**src/rtl/lc3b_write_buffer.sv**
```systemverilog
// Write-back buffer between the L1 data cache and memory: queues evicted dirty lines,
// coalesces rewrites of a queued line, drains one line at a time and serves lookups.
module lc3b_write_buffer #(
    parameter int DEPTH   = 4,
    parameter int LINE_W  = 128,
    parameter int LADDR_W = 12
) (
    input  logic                       clk,
    input  logic                       rst,
    input  logic                       enq_valid,
    output logic                       enq_ready,
    input  logic [LADDR_W-1:0]         enq_addr,
    input  logic [LINE_W-1:0]          enq_data,
    input  logic [LADDR_W-1:0]         lk_addr,
    output logic                       lk_hit,
    output logic [LINE_W-1:0]          lk_data,
    output logic                       mem_write,
    output logic [LADDR_W-1:0]         mem_address,
    output logic [LINE_W-1:0]          mem_wdata,
    input  logic                       mem_resp,
    output logic [$clog2(DEPTH+1)-1:0] count,
    output logic                       empty,
    output logic                       full
);
    localparam int PTR_W = $clog2(DEPTH);
    localparam int CNT_W = $clog2(DEPTH+1);

    typedef enum logic {S_IDLE, S_WRITE} state_t;

    state_t             r_state;
    state_t             w_state_nxt;
    logic [DEPTH-1:0]   r_valid;
    logic [LADDR_W-1:0] r_addr [DEPTH];
    logic [LINE_W-1:0]  r_data [DEPTH];
    logic [PTR_W-1:0]   r_head;
    logic [PTR_W-1:0]   r_tail;
    logic [CNT_W-1:0]   r_count;

    logic               w_locked;
    logic               w_enq;
    logic               w_pop;
    logic               w_push;
    logic [PTR_W-1:0]   w_idx;
    logic               w_co_hit;
    logic [PTR_W-1:0]   w_co_idx;
    logic               w_lk_hit;
    logic [PTR_W-1:0]   w_lk_idx;
    logic [PTR_W-1:0]   w_wr_idx;

    assign w_locked  = (r_state == S_WRITE);
    assign full      = (r_count == CNT_W'(DEPTH));
    assign empty     = (r_count == '0);
    assign enq_ready = !full;
    assign count     = r_count;
    assign w_enq     = enq_valid && enq_ready;
    assign w_pop     = w_locked && mem_resp;
    assign w_push    = w_enq && !w_co_hit;
    assign w_wr_idx  = w_co_hit ? w_co_idx : r_tail;

    // Scan oldest-to-youngest so the last match found is the one nearest the tail.
    always_comb begin
        w_idx    = r_head;
        w_co_hit = 1'b0;
        w_co_idx = r_tail;
        w_lk_hit = 1'b0;
        w_lk_idx = r_head;
        for (int k = 0; k < DEPTH; k++) begin
            w_idx = r_head + PTR_W'(k);
            if (r_valid[w_idx] && (r_addr[w_idx] == enq_addr) &&
                !(w_locked && (w_idx == r_head))) begin
                w_co_hit = 1'b1;
                w_co_idx = w_idx;
            end
            if (r_valid[w_idx] && (r_addr[w_idx] == lk_addr)) begin
                w_lk_hit = 1'b1;
                w_lk_idx = w_idx;
            end
        end
    end

    assign lk_hit      = w_lk_hit;
    assign lk_data     = w_lk_hit ? r_data[w_lk_idx] : '0;
    assign mem_address = r_valid[r_head] ? r_addr[r_head] : '0;
    assign mem_wdata   = r_valid[r_head] ? r_data[r_head] : '0;

    always_comb begin
        w_state_nxt = r_state;
        mem_write   = 1'b0;
        case (r_state)
            S_IDLE: begin
                if (!empty) w_state_nxt = S_WRITE;
            end
            S_WRITE: begin
                mem_write = 1'b1;
                if (mem_resp) w_state_nxt = S_IDLE;
            end
            default: w_state_nxt = S_IDLE;
        endcase
    end

    always_ff @(posedge clk or posedge rst) begin
        if (rst) begin
            r_state <= S_IDLE;
            r_valid <= '0;
            r_head  <= '0;
            r_tail  <= '0;
            r_count <= '0;
        end else begin
            r_state <= w_state_nxt;
            // The head is locked during WRITE, so pop and push never touch the same slot.
            if (w_pop) begin
                r_valid[r_head] <= 1'b0;
                r_head          <= r_head + PTR_W'(1);
            end
            if (w_push) begin
                r_valid[r_tail] <= 1'b1;
                r_tail          <= r_tail + PTR_W'(1);
            end
            if (w_push && !w_pop)      r_count <= r_count + CNT_W'(1);
            else if (!w_push && w_pop) r_count <= r_count - CNT_W'(1);
        end
    end

    always_ff @(posedge clk) begin
        if (w_enq) begin
            r_addr[w_wr_idx] <= enq_addr;
            r_data[w_wr_idx] <= enq_data;
        end
    end
endmodule

```
**config.mk**
```make
export PLATFORM = sky130hd
export DESIGN_NAME = lc3b_write_buffer
export DESIGN_NICKNAME = d
export VERILOG_FILES = /design/src/rtl/lc3b_write_buffer.sv
export SDC_FILE = /design/constraint.sdc
export NUM_CORES = 1
export LEC_CHECK = 0
export CAP_MARGIN = 20
export CELL_PAD_IN_SITES_DETAIL_PLACEMENT = 0
export CELL_PAD_IN_SITES_GLOBAL_PLACEMENT = 2
export CORE_ASPECT_RATIO = 1.2
export CORE_MARGIN = 5
export CORE_UTILIZATION = 35
export CTS_BUF_LIST = sky130_fd_sc_hd__clkbuf_8
export CTS_CLUSTER_DIAMETER = 150
export DETAILED_ROUTE_END_ITERATION = 12
export PLACE_DENSITY = 0.77
export SKIP_CTS_REPAIR_TIMING = 1
export SLEW_MARGIN = 20
export SYNTH_ARGS = -nofsm -noshare
export SYNTH_HDL_FRONTEND = slang
export SYNTH_SLANG_ARGS = --single-unit
```
**constraint.sdc**
```tcl
create_clock -name clk -period 22.6 [get_ports clk]
set_clock_uncertainty 0.05 [all_clocks]
set_input_delay 4.52 -clock clk [delete_from_list [all_inputs] [get_ports clk]]
set_output_delay 4.52 -clock clk [all_outputs]
set_load 0.01 [all_outputs]
```
==> flow_summary.toml, run 1 <==
[finish]
finalInstanceArea_sq_mm = 0.0418
final_nets = 3619
syn_to_final_growth_pct = 19.4
final-seq-area_sq_mm = 0.0171
drive_gt1_share_pct = 10.4
fillerInstances = 9462
multi_input_area_sq_mm = 0.0164

[die]
die_h_microns = 357
initial_core_util_pct = 35.2
die_w_microns = 299
core_area_sq_mm = 0.0996
rows = 127
io_pins = 432
dieArea_sq_mm = 0.107

[route]
ant_nets = 0
drt-pass1-iter-count = 5
post_drt_via_cell_ratio = 6.02
finalWirelength_mm = 124
num_vias = 29016
drc = 0
drt_iter0_markers = 2502
avgRoutedWirePerCell_microns = 25.7

[critical_path]
cp_max_fo = 81
worstSetupPathType = "primary input to primary output"
start_kind = "primary input"
cpMaxStageDelayCell = "buf_4"
reg2reg_setup_slack_ns = 15.17
cp.required_ns = 18.03
r2r_start = "r_head[0]"
cpPeakStageDelay_ns = 0.91
cp-end-kind = "primary output"
r2r-end = "r_data[1][63]"
worstPathArrival_ns = 10.68
worstSetupStartpoint = "lk_addr[7]"
cp_cell_sequence = "clkdlybuf4s50_1, inv_1, o221ai_1, a211oi_1, and3_1, a21boi_4, buf_4, nor2_4, buf_4, buf_4, a311oi_1, o22ai_1, clkdlybuf4s50_1"
r2r_cells = 13
cp-endpoint = "lk_data[66]"
crit_path_frequent_cell = "buf_4"

[global_route]
grt_pass1_vias = 28706
antenna_found_initial = 13
track_usage_pct = 22.2
grt_max_degree = 194
grt_overflow = 0
grt_pass1_wl_mm = 185

[min_path]
hp-class = "flip-flop to flip-flop"
holdPathStages = 1

[power_and_ir_drop]
power_mw = 5.59
clockPowerShare_pct = 15.8
combPwrFrac_pct = 54.2
sw_frac_of_total_pct = 42.0
internal_power_mw = 3.25
power.density_mw_per_mm2 = 134
ir_drop_v = 0.000115
p_leak_nw = 13.9
seqPwrFrac_pct = 30.0
power.switching_mw = 2.35

[yosys]
synth_fp_nets = 3399
ys_seq_area_share_pct = 48.8
yosys-top-cells-area = "edfxtp_1 (48%), mux4_2 (11%), nand2_1 (8.4%), a311oi_1 (6.4%), a22oi_1 (5.5%)"
synthesis.area_sq_mm = 0.0350
ys.flop_type = "edfxtp_1"
syn_inst = 3233
yosys_register_bits = 572
synth_area_per_cell_sq_um = 10.8
synth.yosys.warnings = 0
synthArstFlopShare_pct = 2.10
netlist.area_leader.share_pct = 48.0
ys_types = 61
synth_edf_count = 560
synth_top_area_cell = "edfxtp_1"

[placement]
gp_congestion = 0.838
port_buffers = 431
dpl_cell_area_sq_mm = 0.0400
dp_hpwl_mm = 70.8
pre_cts_ws_ns = 7.47

[clocking]
clkLatencyLatePin_ns = 0.72
clk_path_buf_depth = 3
cts_tree = "yes"
cts_buffers = 101
path_clk_slew_ns = 0.05
root_buffer = "clkbuf_8"
htreeDepth = 3
cts.sinks = 572

[sta]
period_minus_slack_ns = 15.25
setup_viol = 0
relSlewSlack_pct = 20.6
min_period_over_period_pct = 67.5
rsz0062_at_grt = "false"
timing.setup.tns_ns = 0
tightest_slew_ns = 1.19
hold_viol = 0
setup_slack_ns = 7.35
max_clock_freq_mhz = 65.6
drv_slew = 0

[status]
outcome = "complete, no violations"

[flow_run]
maxCapViolCount = 0
[worst min path at each step]
stage                           from    endpoint
after floorplan           r_valid[0]  r_valid[0]
after global placement      count[2]    count[2]
after detailed placement    count[2]    count[2]
after CTS                   count[2]    count[2]
after global routing        count[2]    count[2]
final                       count[2]    count[2]
[cell usage after synthesis, drive strengths merged, types with 10 or more instances]
library cell / n
o22ai: 131
edfxtp: 560
a22oi: 257
clkbuf: 208
dfrtp: 12
nor2: 10
nor2b: 138
mux4: 170
a311oi: 256
inv: 16
xor2: 29
xnor2: 69
mux2i: 44
o21ai: 13
nor4: 10
nand2: 781
nor3: 265
buf: 154
[cell type report]
type,instances,share of cell area (%)
multi-input cells,2282,39.3
clock inverters,72,0.879
clock buffers,103,3.39
inverters,17,0.170
repair buffers,479,11.5
flip-flops and latches,572,40.9
diodes,6,0.0359
well taps,1290,3.86
[registers in the layout, indices dropped and copies added, names as in the netlist]
signal and count:
r_addr 48, r_head 2, r_data 512, r_tail 2
r_valid 4, r_state 1, count 3
[power by group through the flow]
stage	sequential, mW	clock (mW)	combinational [mW]
2_1_floorplan	1.70	0	1.94
3_3_place_gp	1.70	0	3.06
3_5_place_dp	1.70	0	3.05
4_1_cts	1.68	0.917	3.07
5_1_grt	1.71	0.963	3.28
6_report	1.68	0.884	3.03
[layer usage]
metal  vias up  GRT usage (%)  wire length (microns)  share of wire [%]
met1     14665           28.2                  49900                 40
met5         -              0                     96              0.077
met3       191           4.71                   9070                7.3
li1      13012              -                      -                  -
met4        14           6.93                   3130                2.5
met2      1134           38.2                  61700                 50
[worst max-delay path: cells and delay by family]
family	cells	cell delay, ns
AND/OR/NAND/NOR	2	1.21
AO/OA/AOI/OAI	5	1.22
buffers and inverters	6	3.57
[per-stage QoR]
step                std cells  hold slack, ns  util (%)
finish                   4821           0.473      42.0
global route             4819           0.519      42.0
CTS                      4813           0.480      41.9
detailed placement       4638           0.470      40.1
global placement         4638           0.458      40.1
floorplan                3233           0.465         -
[cells by family after synthesis]
logic type               synth area share [%]
multiplexers                             12.4
XOR/XNOR                                 2.45
AO/OA/AOI/OAI                            15.5
buffers and inverters                    4.60
AND/OR/NAND/NOR                          15.8
flip-flops                               48.8
adder cells (fa/ha/maj)                 0.378
[layout by cell type (no fill, tap or decap), types with 103 or more instances in the layout]
master / netlist / routed
nand2_1: 781 / 781
a311oi_1: 256 / 256
o22ai_1: 131 / 131
nor2b_1: 138 / 138
edfxtp_1: 560 / 560
clkdlybuf4s50_1: 0 / 431
nor3_1: 265 / 264
mux4_2: 170 / 170
a22oi_1: 257 / 257
clkbuf_8: 0 / 103
No activity file was read; power rests on OpenSTA's default activity.
==> run 2, diff against run 1 <==
CORE_UTILIZATION = 34   (was 35)
PLACE_DENSITY = 0.78   (was 0.77)
clock period = 12.9 ns   (was 22.6 ns; I/O delays follow)
==> run 2 against run 1 <==
Power rose by 78%. Sequential share of layout area fell by 0.30 points. Final area rose by 0.75%. Hold slack improved by 0.0048 ns. Setup slack got worse by 5.1 ns. Utilization fell by 1.0 points. Wire length barely moved. Sequential cell count did not move. Sequential power rose by 76%. Final cell count rose by 2.0%.
==> flow_summary.toml, run 2 (synthesized netlist as in run 1, its figures left out) <==
[die]
core_area_sq_mm = 0.103
die_h_microns = 362
rows = 129
die_w_microns = 303
dieArea_sq_mm = 0.110
initial_core_util_pct = 34.1
io_pins = 432

[finish]
final_nets = 3618
final_common_cell = "nand2_1"
final_cell_mix = "nand2_1 (781), edfxtp_1 (560), clkdlybuf4s50_1 (431), nor3_1 (264), a22oi_1 (257)"
top_register = "r_data"
largest_reg_flops = 512
syn_to_final_growth_pct = 20.3
drive_gt1_share_pct = 10.8
reg_top3 = "r_data: 512 flops, r_addr: 48 flops, r_valid: 4 flops"

[sta]
max_clock_freq_mhz = 93.6
tightest_slew_ns = 1.16
timing.setup.tns_ns = 0
period_minus_slack_ns = 10.68
drv_slew = 0
min_period_over_period_pct = 82.8
relSlewSlack_pct = 22.4
hold_viol = 0
setup_viol = 0
rsz0062_at_grt = "false"

[critical_path]
cp-end-kind = "primary output"
worstSetupPathType = "flip-flop to primary output"
start_kind = "flip-flop"
cp_max_fo = 138
r2r_start = "r_head[0]"
reg2reg_setup_slack_ns = 5.24
worstPathArrival_ns = 8.05
worstSetupStartpoint = "r_head[0]"
cp.required_ns = 10.27

[route]
wl_met1_mm = 50.0
routed.top_layer = "met5"
drt-pass1-iter-count = 6
avgRoutedWirePerCell_microns = 25.2
num_vias = 28906
post_drt_via_cell_ratio = 5.88
dr_wl_met3_mm = 8.70
ant_nets = 0
finalWirelength_mm = 124
met2_length_mm = 61.5
drt_iter0_markers = 2600
drc = 0

[clocking]
cts_tree = "yes"
clk_path_buf_depth = 3
cts.sinks = 572
root_buffer = "clkbuf_8"
path_clk_slew_ns = 0.07
htreeDepth = 3
clkLatencyLatePin_ns = 0.73
cts_buffers = 104

[placement]
gp_congestion = 0.849
dp_hpwl_mm = 69.5
port_buffers = 431

[global_route]
grt_pass1_wl_mm = 186
grt_pass1_vias = 28699
track_usage_pct = 21.7
grt_max_degree = 191
grt_overflow = 0
antenna_found_initial = 20

[flow_run]
maxCapViolCount = 0

[power_and_ir_drop]
power.density_mw_per_mm2 = 236
p_leak_nw = 14.0
power_mw = 9.93
ir_drop_v = 0.000252

[status]
outcome = "complete, no violations"

[min_path]
worstHoldStart = "count[2]"
hp-class = "flip-flop to flip-flop"
[run 2: cell types whose count changed in the layout (fill, tap and decap cells not counted), sizes merged]
cell and delta:
clkinv +14, inv -8, diode +5, buf -4
bufinv +4, clkbuf +2, clkinvlp -2
[run 2: final cells by class]
class | count | area (sq um)
multi-input cells | 2282 | 16400
clock inverters | 80 | 539
clock buffers | 105 | 1450
diodes | 11 | 27.5
fillers | 9863 | 60700
inverters | 17 | 71.3
repair buffers | 475 | 4780
well taps | 1375 | 1720
flip-flops and latches | 572 | 17100
[run 2: per-layer routing]
layer  GRT usage [%]  up-vias
met1            27.8    14556
met3            4.24      184
met2            37.0     1134
li1                -    13026
met5               0        -
met4            7.29        6
[run 2: worst max-delay path, stage by stage, from the launching register on]
cell and delay, ns:
dfrtp_4 0.91, inv_8 0.45, ha_2 0.48, buf_4 0.65, mux4_2 0.66, xnor2_1 0.27, nand4_1 0.16, a2111oi_2 0.55
a21boi_4 0.68, buf_12 0.43, nor2_4 0.09, buf_12 0.22, a311oi_1 0.49, o22ai_1 0.20, clkdlybuf4s50_1 0.58
[run 2: worst paths after layout]
path | endpoint | cells after the start
min in group asynchronous | r_state | 2
hold / removal | count[2] | 1
hold reg to reg | count[2] | 1
setup reg to reg | r_data[0][86] | 13
setup / recovery | lk_data[78] | 14
max in group asynchronous | r_head[1] | 2
[run 2: report_power, final]
part	total (mW)	internal, mW	leakage, nW	switching, mW
registers	2.95	2.60	5.27	0.351
logic	5.28	2.30	7.63	2.99
clock network	1.69	0.881	1.12	0.814
[run 2: per-stage QoR]
step / instances / hold slack (ns) / setup WS [ns] / utilization, % / cell area (sq um)
floorplan: 3233 / 0.465 / 1.98 / - / 35100
global placement: 4721 / 0.465 / 2.95 / 39.0 / 40100
detailed placement: 4721 / 0.469 / 2.95 / 39.0 / 40100
CTS: 4906 / 0.482 / 2.30 / 41.0 / 42100
global route: 4912 / 0.497 / 1.86 / 41.0 / 42100
finish: 4917 / 0.477 / 2.22 / 41.0 / 42200
